<file path="config.mk">
export PLATFORM = sky130hd
export DESIGN_NAME = apb_req_master
export DESIGN_NICKNAME = d
export VERILOG_FILES = /design/src/rtl/apb_req_master.sv
export SDC_FILE = /design/constraint.sdc
export NUM_CORES = 1
export LEC_CHECK = 0
export BUFFER_PORTS_ARGS = -buffer_cell sky130_fd_sc_hd__buf_2
export CAP_MARGIN = 20
export CORE_MARGIN = 2
export CORE_UTILIZATION = 30
export DETAILED_ROUTE_END_ITERATION = 10
export PLACE_DENSITY = 0.58
export SKIP_LAST_GASP = 1
export SYNTH_ARGS = -nofsm -noshare
export SYNTH_HDL_FRONTEND = slang
export SYNTH_SLANG_ARGS = --single-unit
</file>
<file path="constraint.sdc">
create_clock -name pclk -period 3.8 [get_ports pclk]
set_clock_uncertainty 0.05 [all_clocks]
set_input_delay 0.38 -clock pclk [delete_from_list [all_inputs] [get_ports pclk]]
set_output_delay 0.38 -clock pclk [all_outputs]
set_load 0.005 [all_outputs]
</file>
<file path="src/rtl/apb_req_master.sv">
// APB requester: converts a valid/ready command stream into single APB transfers
// and returns read data, slave error and timeout status on a valid/ready response.
module apb_req_master #(
    parameter int APB_ADDR_WIDTH = 16,
    parameter int APB_DATA_WIDTH = 16,
    parameter int TIMEOUT_CYCLES = 16
) (
    input  logic                      pclk,
    input  logic                      pnreset,
    input  logic                      penable,
    input  logic                      i_cmd_valid,
    output logic                      o_cmd_ready,
    input  logic                      i_cmd_write,
    input  logic [APB_ADDR_WIDTH-1:0] i_cmd_addr,
    input  logic [APB_DATA_WIDTH-1:0] i_cmd_wdata,
    output logic                      o_psel,
    output logic                      o_penable,
    output logic                      o_pwrite,
    output logic [APB_ADDR_WIDTH-1:0] o_paddr,
    output logic [APB_DATA_WIDTH-1:0] o_pwdata,
    input  logic                      i_pready,
    input  logic [APB_DATA_WIDTH-1:0] i_prdata,
    input  logic                      i_pslverr,
    output logic                      o_rsp_valid,
    input  logic                      i_rsp_ready,
    output logic [APB_DATA_WIDTH-1:0] o_rsp_rdata,
    output logic                      o_rsp_err,
    output logic                      o_rsp_timeout
);

    // A zero timeout still needs a 1-bit counter so the declarations stay legal.
    localparam int CNT_W = (TIMEOUT_CYCLES > 0) ? $clog2(TIMEOUT_CYCLES + 1) : 1;
    localparam logic [CNT_W-1:0] CNT_LAST =
        (TIMEOUT_CYCLES > 0) ? CNT_W'(TIMEOUT_CYCLES - 1) : '0;
    localparam logic [CNT_W-1:0] CNT_MAX = '1;
    localparam bit TIMEOUT_EN = (TIMEOUT_CYCLES > 0);

    typedef enum logic [1:0] {
        ST_IDLE   = 2'd0,
        ST_SETUP  = 2'd1,
        ST_ACCESS = 2'd2,
        ST_RESP   = 2'd3
    } state_t;

    state_t                    state_q, state_d;
    logic [CNT_W-1:0]          cnt_q, cnt_d;
    logic                      write_q, write_d;
    logic [APB_ADDR_WIDTH-1:0] addr_q, addr_d;
    logic [APB_DATA_WIDTH-1:0] wdata_q, wdata_d;
    logic [APB_DATA_WIDTH-1:0] rsp_rdata_q, rsp_rdata_d;
    logic                      rsp_err_q, rsp_err_d;
    logic                      rsp_timeout_q, rsp_timeout_d;
    logic                      cmd_ready_q, cmd_ready_d;
    logic                      psel_q, psel_d;
    logic                      pen_q, pen_d;
    logic                      rsp_valid_q, rsp_valid_d;

    always_comb begin
        state_d       = state_q;
        cnt_d         = cnt_q;
        write_d       = write_q;
        addr_d        = addr_q;
        wdata_d       = wdata_q;
        rsp_rdata_d   = rsp_rdata_q;
        rsp_err_d     = rsp_err_q;
        rsp_timeout_d = rsp_timeout_q;

        case (state_q)
            ST_IDLE: begin
                if (i_cmd_valid && cmd_ready_q) begin
                    write_d = i_cmd_write;
                    addr_d  = i_cmd_addr;
                    wdata_d = i_cmd_wdata;
                    state_d = ST_SETUP;
                end
            end
            ST_SETUP: begin
                cnt_d   = '0;
                state_d = ST_ACCESS;
            end
            ST_ACCESS: begin
                // pready is checked first so it wins over a same-cycle timeout.
                if (i_pready) begin
                    rsp_rdata_d   = write_q ? '0 : i_prdata;
                    rsp_err_d     = i_pslverr;
                    rsp_timeout_d = 1'b0;
                    state_d       = ST_RESP;
                end else if (TIMEOUT_EN && (cnt_q == CNT_LAST)) begin
                    rsp_rdata_d   = '0;
                    rsp_err_d     = 1'b1;
                    rsp_timeout_d = 1'b1;
                    state_d       = ST_RESP;
                end else if (cnt_q != CNT_MAX) begin
                    cnt_d = cnt_q + 1'b1;
                end
            end
            ST_RESP: begin
                if (i_rsp_ready) begin
                    state_d = ST_IDLE;
                end
            end
            default: state_d = ST_IDLE;
        endcase

        // Outputs are decoded from the next state so they are registered with it.
        cmd_ready_d = (state_d == ST_IDLE);
        psel_d      = (state_d == ST_SETUP) || (state_d == ST_ACCESS);
        pen_d       = (state_d == ST_ACCESS);
        rsp_valid_d = (state_d == ST_RESP);
    end

    always_ff @(posedge pclk) begin
        if (!pnreset) begin
            state_q       <= ST_IDLE;
            cnt_q         <= '0;
            write_q       <= 1'b0;
            addr_q        <= '0;
            wdata_q       <= '0;
            rsp_rdata_q   <= '0;
            rsp_err_q     <= 1'b0;
            rsp_timeout_q <= 1'b0;
            cmd_ready_q   <= 1'b1;
            psel_q        <= 1'b0;
            pen_q         <= 1'b0;
            rsp_valid_q   <= 1'b0;
        end else if (penable) begin
            state_q       <= state_d;
            cnt_q         <= cnt_d;
            write_q       <= write_d;
            addr_q        <= addr_d;
            wdata_q       <= wdata_d;
            rsp_rdata_q   <= rsp_rdata_d;
            rsp_err_q     <= rsp_err_d;
            rsp_timeout_q <= rsp_timeout_d;
            cmd_ready_q   <= cmd_ready_d;
            psel_q        <= psel_d;
            pen_q         <= pen_d;
            rsp_valid_q   <= rsp_valid_d;
        end
    end

    assign o_cmd_ready   = cmd_ready_q;
    assign o_psel        = psel_q;
    assign o_penable     = pen_q;
    assign o_pwrite      = write_q;
    assign o_paddr       = addr_q;
    assign o_pwdata      = wdata_q;
    assign o_rsp_valid   = rsp_valid_q;
    assign o_rsp_rdata   = rsp_rdata_q;
    assign o_rsp_err     = rsp_err_q;
    assign o_rsp_timeout = rsp_timeout_q;

endmodule

</file>
==> impl_metrics.toml, run 1 <==
[sta]
rsz0062_at_grt = "no"
worst-slew-pin-transition_ns = 0.925
slew_headroom_pct = 38.3
setup_violations = 0
timing.final.crit_share_pct = 58.8
min_period_ns = 2.23
tns_ns = 0
report.final.slew_viol_count = 0
hold_viol = 0
max_freq_ghz = 0.448

[global_route]
grt_util_met1_pct = 17.8
grt_max_degree = 63
top_usage_layer = "met2"
gr-total-overflow = 0
grt_pass1_vias = 2217
track_usage_pct = 13.6
met2_usage_pct = 21.0
grt_pass1_wl_um = 10400
grtUsageMet3_pct = 4.60
antenna_found_initial = 0

[worst_setup_path]
rrSetupSlack_ns = 1.57
required_ns = 3.93
crit_type = "flip-flop to flip-flop"
cp_max_fo = 7
r2r_start = "cnt_q[0]"
arrival_ns = 2.37
start_kind = "flip-flop"
crit_path_end_kind = "flip-flop"
r2r_cells = 9
r2r-end = "o_cmd_ready"

[synth]
yosys-top-cells-count = "nand2_1 (88), dfxtp_1 (62), a21boi_1 (40)"
syn_inst = 296
yosys_warnings = 0
ys_types = 36
yosysSeqAreaShare_pct = 47.2
synthFlopType = "dfxtp_1"
netlist_area_um2 = 2630
syn_nets = 358
ys_ff_latch = 62
async_flop_share_pct = 0
synth_area_leader_cell = "dfxtp_1"
postSynthAreaPerCell_um2 = 8.88
yosysMostFrequentCell = "nand2_1"
synth_edf_count = 0
synth_top_cell_area_share_pct = 47.2
synth.area.top_cells = "dfxtp_1 (47%), nand2_1 (13%), a21boi_1 (11%)"

[drt]
routed_wl_um = 6350
via_per_inst = 4.60
num_vias = 2353
wl_per_cell_um = 12.4
drt_pass1_iterations = 4
first_iter_violations = 70
drt.antenna.violating_nets = 0
drc = 0

[clocking]
clock_latency_ns = 0.33
cts.sinks = 62
cts_setup_buffers = 0
cts_max_level = 3
path_clk_slew_ns = 0.07
holdBufCountCts = 0
cts_tree = "yes"
clockRootBuffer = "clkbuf_8"
cts-resized-gates = 0
cts_buffers = 9
cts_buffer_depth = 2

[placed_design]
routabilityCongestion = 0.786
numPortBuffers = 110
place_hpwl_um = 4420

[die]
die_w_um = 97.6
fp.coreArea_um2 = 8590
rows = 34
ios = 111
die_h_um = 97.6
die-area_um2 = 9530
start_util_pct = 30.6

[cells_and_area]
postLayoutCoreUtil_pct = 39.7
diodes = 0
area_delta_synth_final_pct = 29.7
layout-drive-gt1-share_pct = 33.3
nNetsFinal = 460

[run_status]
run_status = "finished clean"

[min_path]
hold_start = "i_cmd_wdata[10]"
hold_class = "primary input to flip-flop"
hold_end = "o_pwdata[10]"
min_path_cells = 3

[pwr]
power_leakage_nw = 1.54
ir_drop_uv = 145
power.density_nw_per_um2 = 434

[run]
cap_violations = 0
-- metrics by stage --
step                instance area (um2)  total power [W]  setup slack (ns)  std cells  hold WS (ns)
finish                             3410          0.00148              1.57        511         0.223
floorplan                          2630         0.000810              1.83        296         0.397
global route                       3410          0.00156              1.30        511         0.207
detailed placement                 3190         0.000877              1.57        495         0.394
global placement                   3180         0.000874              1.64        494         0.386
CTS                                3410          0.00151              1.55        511         0.209
-- cells in the final DEF, fill, tap and decap left out, drive strengths merged --
cell	Yosys	layout
buf	15	113
bufinv	0	1
nand3	17	17
and3b	2	2
nand2b	1	1
o21a	1	1
a21oi	5	5
o21ai	4	4
o221a	1	1
mux2i	6	6
nor2	1	1
nor2b	9	9
nand2	88	88
a21boi	50	50
clkinv	0	2
and3	1	1
a32oi	1	1
or3b	1	1
dfxtp	62	62
nor3	2	2
nand3b	2	2
or4	2	2
inv	5	5
nor4b	1	1
nor3b	1	1
o2bb2ai	1	1
a221oi	1	1
a21o	1	1
ha	6	6
clkbuf	7	13
or3	2	2
-- report_power, final --
group / internal, W / total (W) / switching [W]
Sequential: 0.000677 / 0.000694 / 0.0000167
Combinational: 0.0000798 / 0.000165 / 0.0000848
Clock: 0.000372 / 0.000623 / 0.000250
-- cells by family (layout without fill, tap and decap cells) --
group                    Yosys count  in the layout  synth area share (%)
AO/OA/AOI/OAI                     65             65                  18.3
adder cells (fa/ha/maj)            6              6                  2.86
multiplexers                       6              6                  2.28
flip-flops                        62             62                  47.2
AND/OR/NAND/NOR                  130            130                  22.8
buffers and inverters             27            134                  6.52
-- how the worst max path moves through the flow --
stage          startpoint     endpoint  slack (ns)  depth (start not counted)
5_1_grt          cnt_q[0]  o_cmd_ready        1.30                          9
6_report         cnt_q[0]  o_cmd_ready        1.57                          9
2_1_floorplan    cnt_q[0]  o_cmd_ready        1.83                          9
3_3_place_gp     cnt_q[0]  o_cmd_ready        1.64                          9
3_5_place_dp     cnt_q[0]  o_cmd_ready        1.57                          9
4_1_cts          cnt_q[0]  o_cmd_ready        1.55                          9
-- per-layer routing --
metal  part of all wire, %  vias to the layer above
li1                      -                     1192
met2                    44                       76
met4                   1.2                        0
met1                    48                     1077
met5                     0                        -
met3                   7.2                        8
-- critical path, cell delays in order, from the launching register on --
cell,delay (ns)
dfxtp_1,0.39
ha_1,0.19
and3_1,0.19
ha_1,0.30
nor4b_1,0.08
a221oi_1,0.36
inv_1,0.12
ha_1,0.21
mux2i_1,0.13
nand2_1,0.06
-- layout make-up --
type | instances | area [um2]
Clock buffer | 13 | 179
Clock inverter | 3 | 40.0
Fill cell | 897 | 5180
Inverter | 5 | 18.8
Multi-Input combinational cell | 207 | 1220
Sequential cell | 62 | 1240
Tap cell | 108 | 135
Timing Repair Buffer | 113 | 573
-- sequential cells by signal, summed over array words and instances, names as in the netlist --
register and flops:
state_q 2, o_pwdata 16, o_rsp_valid 1, o_cmd_ready 1
o_rsp_err 1, o_penable 1, o_paddr 16, o_rsp_rdata 16
o_psel 1, o_rsp_timeout 1, o_pwrite 1, cnt_q 5
No activity file was read; power rests on OpenSTA's default activity.
==> inputs of run 2 (changes only) <==
--- a/config.mk
+++ b/config.mk
@@ -10,7 +10,7 @@
 export CORE_MARGIN = 2
 export CORE_UTILIZATION = 30
 export DETAILED_ROUTE_END_ITERATION = 10
-export PLACE_DENSITY = 0.58
+export PLACE_DENSITY = 0.6
 export SKIP_LAST_GASP = 1
 export SYNTH_ARGS = -nofsm -noshare
 export SYNTH_HDL_FRONTEND = slang
==> constraint.sdc (replaced) <==
create_clock -name pclk -period 1.8 [get_ports pclk]
set_clock_uncertainty 0.05 [all_clocks]
set_input_delay 0.18 -clock pclk [delete_from_list [all_inputs] [get_ports pclk]]
set_output_delay 0.18 -clock pclk [all_outputs]
set_load 0.005 [all_outputs]
==> impl_metrics.toml, run 2 (synthesis gave the netlist of run 1 again) <==
[drt]
drt_pass1_iterations = 4
routed_wl_um = 6490
first_iter_violations = 65
drt.antenna.violating_nets = 0
wl_per_cell_um = 12.4
via_per_inst = 4.56
num_vias = 2383
drc = 0

[clocking]
cts_buffer_depth = 2
cts_buffers = 9
path_clk_slew_ns = 0.07
cts_tree = "yes"
cts_max_level = 3
clock_latency_ns = 0.33
cts.sinks = 62
clockRootBuffer = "clkbuf_8"

[global_route]
gr-total-overflow = 0
grt_util_met1_pct = 16.8
grt_max_degree = 42
top_usage_layer = "met2"
grtUsageMet3_pct = 4.68
track_usage_pct = 13.8
antenna_found_initial = 0
grt_pass1_wl_um = 10700
met2_usage_pct = 22.4
grt_pass1_vias = 2260

[sta]
report.final.slew_viol_count = 0
setup_slack_ns = -0.0359
timing.final.crit_share_pct = 102
max_freq_ghz = 0.545
worst-slew-pin-transition_ns = 0.380
hold_viol = 0
setup_violations = 8
slew_headroom_pct = 74.6
rsz0062_at_grt = "yes"
hold_slack_ns = 0.0262
min_period_ns = 1.84

[die]
die_h_um = 97.6
die-area_um2 = 9530
die_w_um = 97.6
start_util_pct = 30.6
fp.coreArea_um2 = 8590
rows = 34
ios = 111

[placed_design]
routabilityCongestion = 0.785
placed_area_um2 = 3370
numPortBuffers = 110
place_hpwl_um = 4560

[run_status]
violations = "negative setup slack"
run_status = "finished, violations left"

[worst_setup_path]
path_buf_inv = 3
rrSetupSlack_ns = -0.04
critPathTopFamily = "buffers and inverters"
start_kind = "flip-flop"
crit_path_end_kind = "flip-flop"
crit_type = "flip-flop to flip-flop"
required_ns = 2.01
crit_slowest_cell = "dfxtp_2"
crit_path_max_incr_delay_ns = 0.34
arrival_ns = 2.05
path_cells = "ha_4 -> and3_4 -> ha_4 -> buf_4 -> buf_4 -> o21ai_2 -> buf_2 -> nand2_1 -> a21boi_0"
cp_max_fo = 8

[cells_and_area]
nNetsFinal = 472
final_cell_mix = "buf_2 (111), nand2_1 (88), dfxtp_1 (60)"
postLayoutCoreUtil_pct = 41.9
layout-drive-gt1-share_pct = 37.6
mostFrequentLayoutCell = "buf_2"
final_design_area_no_fill_um2 = 3600
area_delta_synth_final_pct = 37.0
diodes = 0

[pwr]
power.density_nw_per_um2 = 853
power_leakage_nw = 1.61
ir_drop_uv = 361

[min_path]
hold_class = "primary input to flip-flop"

[run]
cap_violations = 0
run 2: worst reg2reg max path: stages, from the launching register on:
cell and delay [ns]:
dfxtp_2 0.34, ha_4 0.15, and3_4 0.18, ha_4 0.18
buf_4 0.13, buf_4 0.12, o21ai_2 0.16, buf_2 0.25
nand2_1 0.07, a21boi_0 0.14
run 2: layout make-up:
type / count / area, um2
multi-input cells: 207 / 1290
clock buffers: 12 / 155
clock inverters: 4 / 45.0
well taps: 108 / 135
repair buffers: 125 / 714
fillers: 896 / 4990
flip-flops and latches: 62 / 1240
inverters: 5 / 18.8
run 2: per-layer routing:
| metal | wire length [um] | share of wire (%) |
|---|---|---|
| met1 | 3010 | 46 |
| met4 | 71 | 1.1 |
| met3 | 393 | 6.1 |
| met2 | 3010 | 46 |
| met5 | 0 | 0 |
run 2: per-stage QoR:
step / total power (W) / TNS, ns / cells / worst slack [ns]
2_1_floorplan: 0.00171 / 0 / 296 / 0.0495
3_3_place_gp: 0.00188 / -0.0111 / 505 / -0.0111
3_5_place_dp: 0.00188 / -0.247 / 505 / -0.0750
4_1_cts: 0.00313 / -0.0164 / 521 / -0.0130
5_1_grt: 0.00324 / -1.50 / 523 / -0.124
6_report: 0.00307 / -0.0936 / 523 / -0.0359
run 2: path summary, 6_finish.rpt:
kind / depth (start not counted) / start / end
worst min register to register: 2 / o_rsp_rdata[9] / o_rsp_rdata[9]
worst min-delay path: 3 / i_cmd_addr[6] / o_paddr[6]
worst max-delay path: 9 / cnt_q[1] / o_rsp_rdata[0]
worst max register to register: 9 / cnt_q[1] / o_rsp_rdata[0]
run 2: where the power goes:
part	total, W	switching (W)	leakage, nW	internal (W)
registers	0.00146	0.0000339	0.504	0.00143
clock network	0.00122	0.000516	0.106	0.000708
logic	0.000387	0.000193	0.996	0.000194
total	0.00307	0.000742	1.61	0.00233
run 2: repair_timing:
| item | CTS | global route |
|---|---|---|
| cloned | 0 | 1 |
| endpoints found under the setup margin | 6 | 9 |
| gates resized for setup | 2 | 4 |
| setup buffers | 0 | 1 |
| pin swaps | 4 | 3 |
| hold buffers | 0 | 0 |
==> inputs of run 3 (changes only) <==
--- a/config.mk
+++ b/config.mk
@@ -10,8 +10,7 @@
 export CORE_MARGIN = 2
 export CORE_UTILIZATION = 30
 export DETAILED_ROUTE_END_ITERATION = 10
-export PLACE_DENSITY = 0.6
-export SKIP_LAST_GASP = 1
+export PLACE_DENSITY = 0.58
 export SYNTH_ARGS = -nofsm -noshare
 export SYNTH_HDL_FRONTEND = slang
 export SYNTH_SLANG_ARGS = --single-unit
==> constraint.sdc (replaced) <==
create_clock -name pclk -period 2.2 [get_ports pclk]
set_clock_uncertainty 0.05 [all_clocks]
set_input_delay 0.22 -clock pclk [delete_from_list [all_inputs] [get_ports pclk]]
set_output_delay 0.22 -clock pclk [all_outputs]
set_load 0.005 [all_outputs]
==> impl_metrics.toml, run 3 (synthesis gave the netlist of run 1 again) <==
[sta]
worst-slew-pin-transition_ns = 0.471
hold_viol = 0
setup_violations = 0
timing.final.crit_share_pct = 90.3
tns_ns = 0
rsz0062_at_grt = "no"
max_freq_ghz = 0.503
min_period_ns = 1.99
report.final.slew_viol_count = 0
slew_headroom_pct = 68.6

[cells_and_area]
fill_cells = 888
regArea_um2 = 1240
mostFrequentLayoutCell = "buf_2"
multiInputGateArea_um2 = 1230
nNetsFinal = 466
postLayoutCoreUtil_pct = 40.4
diodes = 0
area_delta_synth_final_pct = 32.2
layout-drive-gt1-share_pct = 34.2
final_cell_mix = "buf_2 (110), nand2_1 (88), dfxtp_1 (62)"

[global_route]
grt_pass1_vias = 2228
grt_pass1_wl_um = 10400
gr-total-overflow = 0
antenna_found_initial = 0
grt_max_degree = 35
track_usage_pct = 13.5

[pwr]
finalPower_w = 0.00257
power.density_nw_per_um2 = 740
ir_drop_uv = 311
power_leakage_nw = 1.57

[worst_setup_path]
crit_path_end_kind = "flip-flop"
required_ns = 2.36
cp_max_fo = 6
arrival_ns = 2.15
start_kind = "flip-flop"
crit_type = "flip-flop to flip-flop"

[drt]
drc = 0
drt.antenna.violating_nets = 0
via_per_inst = 4.51
wl_per_cell_um = 12.2
first_iter_violations = 74
drt_pass1_iterations = 4
num_vias = 2331
routed_wl_um = 6320

[placed_design]
place_hpwl_um = 4510
routabilityCongestion = 0.796
numPortBuffers = 110

[clocking]
cts_max_level = 3
cts_tree = "yes"
cts_buffers = 9
clockRootBuffer = "clkbuf_8"
cts.sinks = 62
holdBufCountCts = 0
clock_latency_ns = 0.32
path_clk_slew_ns = 0.07
cts_buffer_depth = 2

[run]
cap_violations = 0

[run_status]
run_status = "finished clean"

[die]
rows = 34
ios = 111
die_w_um = 97.6
start_util_pct = 30.6
die-area_um2 = 9530
die_h_um = 97.6
fp.coreArea_um2 = 8590

[min_path]
hold_class = "primary input to flip-flop"
[run 3: power by group]
part	internal, W	switching (W)	total (W)
logic	0.000145	0.000151	0.000296
registers	0.00117	0.0000289	0.00120
clock network	0.000666	0.000411	0.00108
[run 3: stage by stage]
| step | instance area [um2] | std cells | hold slack (ns) | worst slack (ns) |
|---|---|---|---|---|
| global route | 3470 | 517 | 0.0540 | 0.0840 |
| detailed placement | 3250 | 501 | 0.390 | 0.145 |
| floorplan | 2630 | 296 | 0.305 | 0.229 |
| finish | 3470 | 517 | 0.0731 | 0.212 |
| global placement | 3250 | 501 | 0.386 | 0.195 |
| CTS | 3460 | 517 | 0.0596 | 0.126 |
[run 3: final cells by class]
cell class / count / area share [%]
Sequential cell: 62 / 35.7
Multi-Input combinational cell: 207 / 35.5
Timing Repair Buffer: 119 / 18.1
Clock buffer: 12 / 4.18
Tap cell: 108 / 3.89
Clock inverter: 4 / 2.02
Inverter: 5 / 0.540
[run 3: path summary, 6_finish.rpt]
path | from | endpoint | slack [ns] | depth (start not counted)
min | i_cmd_wdata[15] | o_pwdata[15] | 0.07 | 3
max reg2reg | cnt_q[0] | cnt_q[0] | 0.21 | 7
max | cnt_q[0] | cnt_q[0] | 0.21 | 7
min reg2reg | o_rsp_rdata[7] | o_rsp_rdata[7] | 0.40 | 2
[run 3: critical path, stage by stage (launching register included)]
cell,delay [ns]
dfxtp_1,0.32
ha_1,0.20
and3_1,0.20
ha_1,0.19
buf_4,0.16
or4_1,0.48
a21boi_0,0.18
o21ai_0,0.10
[run 3: timing repair]
action                                  CTS  global route
buffers inserted                          0             0
endpoints found under the setup margin    0             2
resized for setup                         0             2
[run 3: per-layer routing]
metal | GRT usage [%] | routed length (um) | vias to the layer above | share of wire, %
met1 | 17.4 | 3030 | 1049 | 48
met4 | 4.27 | 35 | 0 | 0.55
met3 | 4.24 | 407 | 4 | 6.4
met2 | 21.4 | 2850 | 74 | 45
met5 | 0 | 0 | - | 0
li1 | - | - | 1204 | -
